## config.mk

```make
export PLATFORM = sky130hd
export DESIGN_NAME = lsu_bus_bridge
export DESIGN_NICKNAME = d
export VERILOG_FILES = /design/src/rtl/lsu_bus_bridge.sv
export SDC_FILE = /design/constraint.sdc
export NUM_CORES = 1
export LEC_CHECK = 0
export ABC_AREA = 1
export ABC_CLOCK_PERIOD_IN_PS = 1900
export BUFFER_PORTS_ARGS = -buffer_cell sky130_fd_sc_hd__buf_2
export CORE_UTILIZATION = 40
export CTS_CLUSTER_DIAMETER = 120
export CTS_CLUSTER_SIZE = 40
export DETAILED_ROUTE_END_ITERATION = 10
export HOLD_SLACK_MARGIN = 0.1
export PLACE_DENSITY = 0.72
export SYNTH_ARGS = -nofsm -noshare
export SYNTH_HDL_FRONTEND = slang
export SYNTH_SLANG_ARGS = --single-unit
```

## constraint.sdc

```tcl
create_clock -name clk -period 1.9 [get_ports clk]
set_input_delay 0.095 -clock clk [delete_from_list [all_inputs] [get_ports clk]]
set_output_delay 0.095 -clock clk [all_outputs]
set_load 0.01 [all_outputs]
```

## src/rtl/lsu_bus_bridge.sv

```systemverilog
// rtl/lsu_bus_bridge.sv - load/store unit bridging the single-cycle datapath to a valid/ready word bus
// Holds the core with Stall while an access is in flight; steers byte lanes and extends loads.

module lsu_bus_bridge #(
   parameter int TIMEOUT_CYCLES = 255
) (
   input  logic        clk,
   input  logic        reset,
   input  logic        MemRead,
   input  logic        MemWrite,
   input  logic [2:0]  Funct3,
   input  logic [31:0] ALUResult,
   input  logic [31:0] WriteData,
   output logic [31:0] ReadData,
   output logic        Stall,
   output logic        AccessFault,
   output logic        BusFault,
   output logic        bus_valid,
   input  logic        bus_ready,
   output logic [31:0] bus_addr,
   output logic        bus_we,
   output logic [3:0]  bus_be,
   output logic [31:0] bus_wdata,
   input  logic        bus_rsp_valid,
   input  logic [31:0] bus_rdata
);

   typedef enum logic [1:0] {IDLE, REQ, WAIT, DONE} state_t;

   localparam logic [15:0] TLIM = 16'(TIMEOUT_CYCLES - 1);

   state_t      state;
   logic [15:0] cnt;
   logic [2:0]  f3_q;
   logic [1:0]  off_q;
   logic [31:0] rdata_q;

   logic        req, size_ok, align_ok, legal;
   logic [3:0]  be_n;
   logic [31:0] wdata_n;
   logic [7:0]  byte_v;
   logic [15:0] half_v;
   logic [31:0] load_v;

   always_comb begin
      req = MemRead | MemWrite;
      case (Funct3)
         3'b000, 3'b001, 3'b010: size_ok = 1'b1;
         3'b100, 3'b101:         size_ok = ~MemWrite;
         default:                size_ok = 1'b0;
      endcase
      case (Funct3[1:0])
         2'b01:   align_ok = ~ALUResult[0];
         2'b10:   align_ok = (ALUResult[1:0] == 2'b00);
         default: align_ok = 1'b1;
      endcase
      legal = size_ok & align_ok & ~(MemRead & MemWrite);

      case (Funct3[1:0])
         2'b00: begin
            be_n    = 4'b0001 << ALUResult[1:0];
            wdata_n = {4{WriteData[7:0]}};
         end
         2'b01: begin
            be_n    = ALUResult[1] ? 4'b1100 : 4'b0011;
            wdata_n = {2{WriteData[15:0]}};
         end
         default: begin
            be_n    = 4'b1111;
            wdata_n = WriteData;
         end
      endcase
   end

   // Lane extraction uses the offset captured at issue, not the live ALUResult.
   always_comb begin
      byte_v = bus_rdata[{off_q, 3'b000} +: 8];
      half_v = off_q[1] ? bus_rdata[31:16] : bus_rdata[15:0];
      case (f3_q)
         3'b000:  load_v = {{24{byte_v[7]}}, byte_v};
         3'b001:  load_v = {{16{half_v[15]}}, half_v};
         3'b100:  load_v = {24'd0, byte_v};
         3'b101:  load_v = {16'd0, half_v};
         default: load_v = bus_rdata;
      endcase
   end

   assign AccessFault = (state == IDLE) && req && !legal;
   assign Stall       = ((state == IDLE) && req && legal) || (state == REQ) || (state == WAIT);
   assign ReadData    = AccessFault ? 32'd0 : rdata_q;

   always_ff @(posedge clk or negedge reset) begin
      if (!reset) begin
         state     <= IDLE;
         cnt       <= 16'd0;
         f3_q      <= 3'd0;
         off_q     <= 2'd0;
         rdata_q   <= 32'd0;
         BusFault  <= 1'b0;
         bus_valid <= 1'b0;
         bus_addr  <= 32'd0;
         bus_we    <= 1'b0;
         bus_be    <= 4'd0;
         bus_wdata <= 32'd0;
      end else begin
         BusFault <= 1'b0;
         case (state)
            IDLE: begin
               if (req && legal) begin
                  bus_addr  <= {ALUResult[31:2], 2'b00};
                  bus_be    <= be_n;
                  bus_wdata <= wdata_n;
                  bus_we    <= MemWrite;
                  f3_q      <= Funct3;
                  off_q     <= ALUResult[1:0];
                  bus_valid <= 1'b1;
                  cnt       <= 16'd0;
                  state     <= REQ;
               end
            end
            REQ, WAIT: begin
               cnt <= cnt + 16'd1;
               // Timeout wins even if the bus answers in the same cycle.
               if (cnt == TLIM) begin
                  BusFault  <= 1'b1;
                  bus_valid <= 1'b0;
                  rdata_q   <= 32'd0;
                  state     <= DONE;
               end else if (state == REQ) begin
                  if (bus_ready) begin
                     bus_valid <= 1'b0;
                     state     <= bus_we ? DONE : WAIT;
                  end
               end else if (bus_rsp_valid) begin
                  rdata_q <= load_v;
                  state   <= DONE;
               end
            end
            DONE: state <= IDLE;
            default: state <= IDLE;
         endcase
      end
   end

endmodule

```

-- Word-level counts from Yosys, hierarchy flattened
Cells that the tools add are included.
- bits in registers: 124
- bits in latches: 0
- bits in writable memories: 0
- memory bits (read-only): 0
- input bits: 105
- output and inout port bits: 105
- logic and storage cells: 89
- memories kept: 0
- add/subtract/negate cells: 1
- $mul: 0
- divide/modulo/power cells: 0
- order comparisons: 0
- equality and inequality tests: 19
- shifts and indexed selects: 2
- multiplexer cells: 27
- bitwise gates (word level): 7
- reduce and logical (&&, ||, !) cells: 22
- operators by type and width (cell ; count):
    32-bit two-way mux ; 4
    32-bit one-hot mux with 4 select lines ; 1
    32-bit one-hot mux with 2 select lines ; 1
    16-bit two-way mux ; 2
    16-bit one-hot mux with 2 select lines ; 1
    32-bit by 6-bit variable part select with 8-bit output ; 1
    16-bit by 1-bit adder with 16-bit output, second input constant ; 1
    16-bit by 8-bit == test with 1-bit output, second input constant ; 1
    3-bit == test, second input constant ; 4
    2-bit two-way mux ; 5
    4-bit inequality test, second input constant ; 2
    4-bit one-hot mux with 2 select lines ; 1
    1-bit two-way mux ; 7
    2-bit == test, second input constant ; 3
    3-bit by 1-bit == test with 1-bit output, second input constant ; 2
    2-bit logical NOT ; 3
    3-bit logical NOT ; 2
    3-bit inequality test, second input constant ; 2
    1-bit one-hot mux with 2 select lines ; 3
    2-bit one-hot mux with 3 select lines ; 1
    3-bit AND reduction ; 2
    2-bit by 1-bit == test with 1-bit output, second input constant ; 2
    1-bit logical AND ; 4
    4-bit two-way mux ; 1
    other kinds (13) ; 22

-- Longest topological paths before layout
- word-level depth: 8
- mapped depth: 11
- mapped depth without buffers: 9

-- Worst setup path after synthesis
No wires, ideal clock.
- path type: flip-flop to flip-flop
- from: register state[0]
- to: register rdata_q[0]
- arrival time: 1.563 ns
- setup slack: 0.270 ns
- stages on the path, launching flop included: 8
- period minus slack after synthesis: 1.630 ns
- path through: dfrtp_1 inv_1 ha_1 buf_2 nand2_1 a21oi_1 o211ai_1 nand2_1
- cells in the longest elaborated chain, start to end: 3
- elaborated cells between the ends (all ways): 5
- RTL lines (what ; RTL line ; text):
    start, declared ; 32 ; state_t state;
    start signal, assigned ; 132 ; state <= bus_we ? DONE : WAIT;
    2-bit by 1-bit == test with 1-bit output / 2-bit == test (equally long branches) ; 107, 129 ;
    2-bit by 1-bit inequality test with 1-bit output (no line) / 2-bit OR reduction (equally long branches) ; n/a ;
    3-bit AND reduction (no line) (*) ; n/a ;
    end signal, assigned ; 135 ; rdata_q <= load_v;
    end, declared ; 36 ; logic [31:0] rdata_q;
Mark *: on every way between the ends. The rest lies on a longest branch, timed or not.
A chain may end at the register's enable or synchronous reset.

-- Worst setup path after layout
- from: input port MemWrite
- to: output port ReadData[31]
- cells in the longest elaborated chain, start to end: 7
- elaborated cells between the ends (all ways): 11
- RTL lines (what ; RTL line ; text):
    start, declared ; 10 ; input logic MemWrite,
    1-bit inverter ; 49 ; 3'b100, 3'b101: size_ok = ~MemWrite;
    1-bit one-hot mux with 2 select lines ; 47 ; case (Funct3)
    1-bit bitwise AND (2 in series) ; 57 ; legal = size_ok & align_ok & ~(MemRead & MemWrite);
    1-bit logical NOT ; 88 ; assign AccessFault = (state == IDLE) && req && !legal;
    1-bit logical AND (*) ; 88 ;
    32-bit two-way mux (*) ; 90 ; assign ReadData = AccessFault ? 32'd0 : rdata_q;
    end, declared ; 14 ; output logic [31:0] ReadData,
Marks and branches as above.

==> results.yml <==
run_status:
  outcome: "complete, but fails checks"
  violations: "setup timing"
cts:
  clock_sinks: 124
  clk_pin_slew_ns: 0.06
  clk_latency_ns: 0.42
  ctsRootBufferMaster: "clkbuf_16"
  cts_buffers: 17
  cts_tree: "done"
  cts_buffer_depth: 2
  cts_htree_levels: 4
cells_and_area:
  fillCellCount: 1350
  synthToLayoutAreaGrowth_pct: 48.25
  final_cells: 1468
  layout_commonest_cell: "nand2_1"
  layout_common_cells: "nand2_1, buf_2, nor2_1, dfrtp_1, dlygate4sd3_1"
  regArea_mm2: 0.003103
  utilization_pct: 61.55
  multi_input_area_mm2: 0.003057
  drive_above_1_share_pct: 24.84
  layout.nets: 1353
  n_antenna_cell: 0
timing:
  finalWorstPathRequiredPeriod_ns: 1.995
  worst_slack_ns: -0.09525
  slew_viol_final: 0
  setup_violations: 33
  holdWs_ns: 0.1479
  max_freq_ghz: 0.5012
  fin_skew_ns: 0.008497
  finalHoldViolCount: 0
  rsz0062_at_grt: "yes"
  min_period_over_period_pct: 105.0
synth:
  synth_cells: 910
  synth_edf_count: 0
  syn_area_mm2: 0.006666
  ys_seq_area_share_pct: 46.55
  ys.warnings.count: 0
  synth_top_cell_area_share_pct: 46.55
  netlist_top_cells_area: "dfrtp_1, nand2_1, nor2_1"
  async_flop_share_pct: 100.0
  ys_ff_latch: 124
  syn_area_per_cell_um2: 7.326
  yosysTopAreaCell: "dfrtp_1"
  synth_cell_types: 38
  synth_ff_type: "dfrtp_1"
run:
  drv_cap: 0
power_and_ir_drop:
  power_density_mw_per_mm2: 1441
  finalPower_mw: 14.24
  p_leak_nw: 5.282
  ir_drop_mv: 0.7902
placed_design:
  dp_hpwl_mm: 13.85
  dp.cells: 1312
  portBuffers: 207
  finalWeightedCongestion: 0.9069
floorplanning:
  die_h_um: 131.1
  die_x_um: 131.1
  fp.coreArea_mm2: 0.01606
  die-area_mm2: 0.01719
  row_count: 46
  ios: 210
  start_util_pct: 41.51
global_routing:
  grt_pass1_vias: 7130
  grtUsageTotal_pct: 27.18
  grt_first_pass_wirelength_mm: 35.43
  grt_max_degree: 61
  antenna_found_initial: 0
  grt_overflow_total: 0
critical_path:
  worstPathRequired_ns: 1.80
  crit_fanout: 9
  end_kind: "output pin"
  crit_type: "input port to output pin"
  critPathArrivalTime_ns: 1.90
  timing.critical_path.from_type: "input port"
  worstRegToRegCells: 9
detailed_routing:
  drc: 0
  wl_per_cell_um: 15.67
  drtPass1Iterations: 5
  vias: 7381
  drt_iter0_drc: 523
  routed_wl_mm: 23.01
  viasPerCell: 5.028
  ant_nets: 0
min_path:
  hold_path.class: "input port to register"
  min_path_cells: 3
## layer usage
layer	routed length, µm	GRT usage [%]	vias up
li1	-	-	3540
met1	9358	32.52	3443
met2	11090	46.41	334
met3	1781	7.143	64
met4	776	11.22	0
met5	0	0	-
## cells in the mapped netlist (4+ instances only)
master and number:
or2_2 17, buf_2 14, o31ai_1 4, buf_4 9, clkbuf_1 13, buf_6 5
a21oi_1 35, nand3_1 72, nor2_1 127, nand2_1 293, nand4_1 7, nand3b_1 6
o21ai_0 54, dfrtp_1 124, nor3_1 6, o21ai_1 15, ha_1 9, inv_1 71
## worst max-delay path, stage by stage
cell and delay, ns:
dlygate4sd3_1 0.53, buf_2 0.13, nor2_1 0.29, nor2_4 0.07
a21boi_4 0.16, buf_4 0.16, buf_12 0.14, nor2_1 0.15
buf_2 0.16
## report_power, final
group	internal (mW)	switching, mW	leakage [nW]
clock network	1.88	1.28	0.269
logic	2.69	3.92	3.44
registers	3.75	0.718	1.57
total	8.32	5.92	5.28
## final timing paths
path	endpoint	startpoint	slack [ns]
min	f3_q[1]$_DFFE_PN0P_	Funct3[1]	0.15
min reg2reg	bus_addr[17]$_DFFE_PN0P_	bus_addr[17]$_DFFE_PN0P_	0.47
max in group asynchronous	f3_q[2]$_DFFE_PN0P_	reset	0.98
min in group asynchronous	bus_wdata[0]$_DFFE_PN0P_	reset	0.18
max	ReadData[31]	MemWrite	-0.1
max reg2reg	bus_wdata[18]$_DFFE_PN0P_	state[0]$_DFFE_PN0P_	0.10
## per-stage QoR
step,TNS (ns),setup WS (ns),instance area [µm²]
2_1_floorplan,0,0.2699,6670
3_3_place_gp,0,0.2302,7926
3_5_place_dp,0,0.1769,7926
4_1_cts,-0.5480,-0.03811,9798
6_report,-2.181,-0.09525,9883
5_1_grt,-4.963,-0.1804,9883
## registers in the layout (all words and copies together), names as in the netlist
register / cells
BusFault: 1
bus_addr: 30
bus_be: 4
bus_valid: 1
bus_wdata: 32
bus_we: 1
cnt: 16
f3_q: 3
off_q: 2
rdata_q: 32
state: 2
## repair_timing
| action | in CTS | in global routing |
|---|---|---|
| buffers inserted | 7 | 4 |
| hold buffers | 108 | 0 |
| pin swaps | 2 | 1 |
| cloned | 4 | 1 |
| gates resized for setup | 11 | 7 |
| setup endpoints to repair | 34 | 58 |
| hold endpoints to repair | 170 | 0 |
## cell families after synthesis
kind of cell,synth area share (%)
flip-flops,46.55
buffers and inverters,8.277
XOR/XNOR,0.3942
other,0.05625
adder cells (fa/ha/maj),1.689
AND/OR/NAND/NOR,33.65
AO/OA/AOI/OAI,9.385
## layout make-up
class	instances	share of cell area (%)
sequential	124	31.40
multi-input combinational	668	30.93
timing repair buffer	353	26.29
clock buffer	20	4.621
inverter	75	2.874
tap	216	2.735
clock inverter	12	1.152
(Power assumes the default switching activity.)
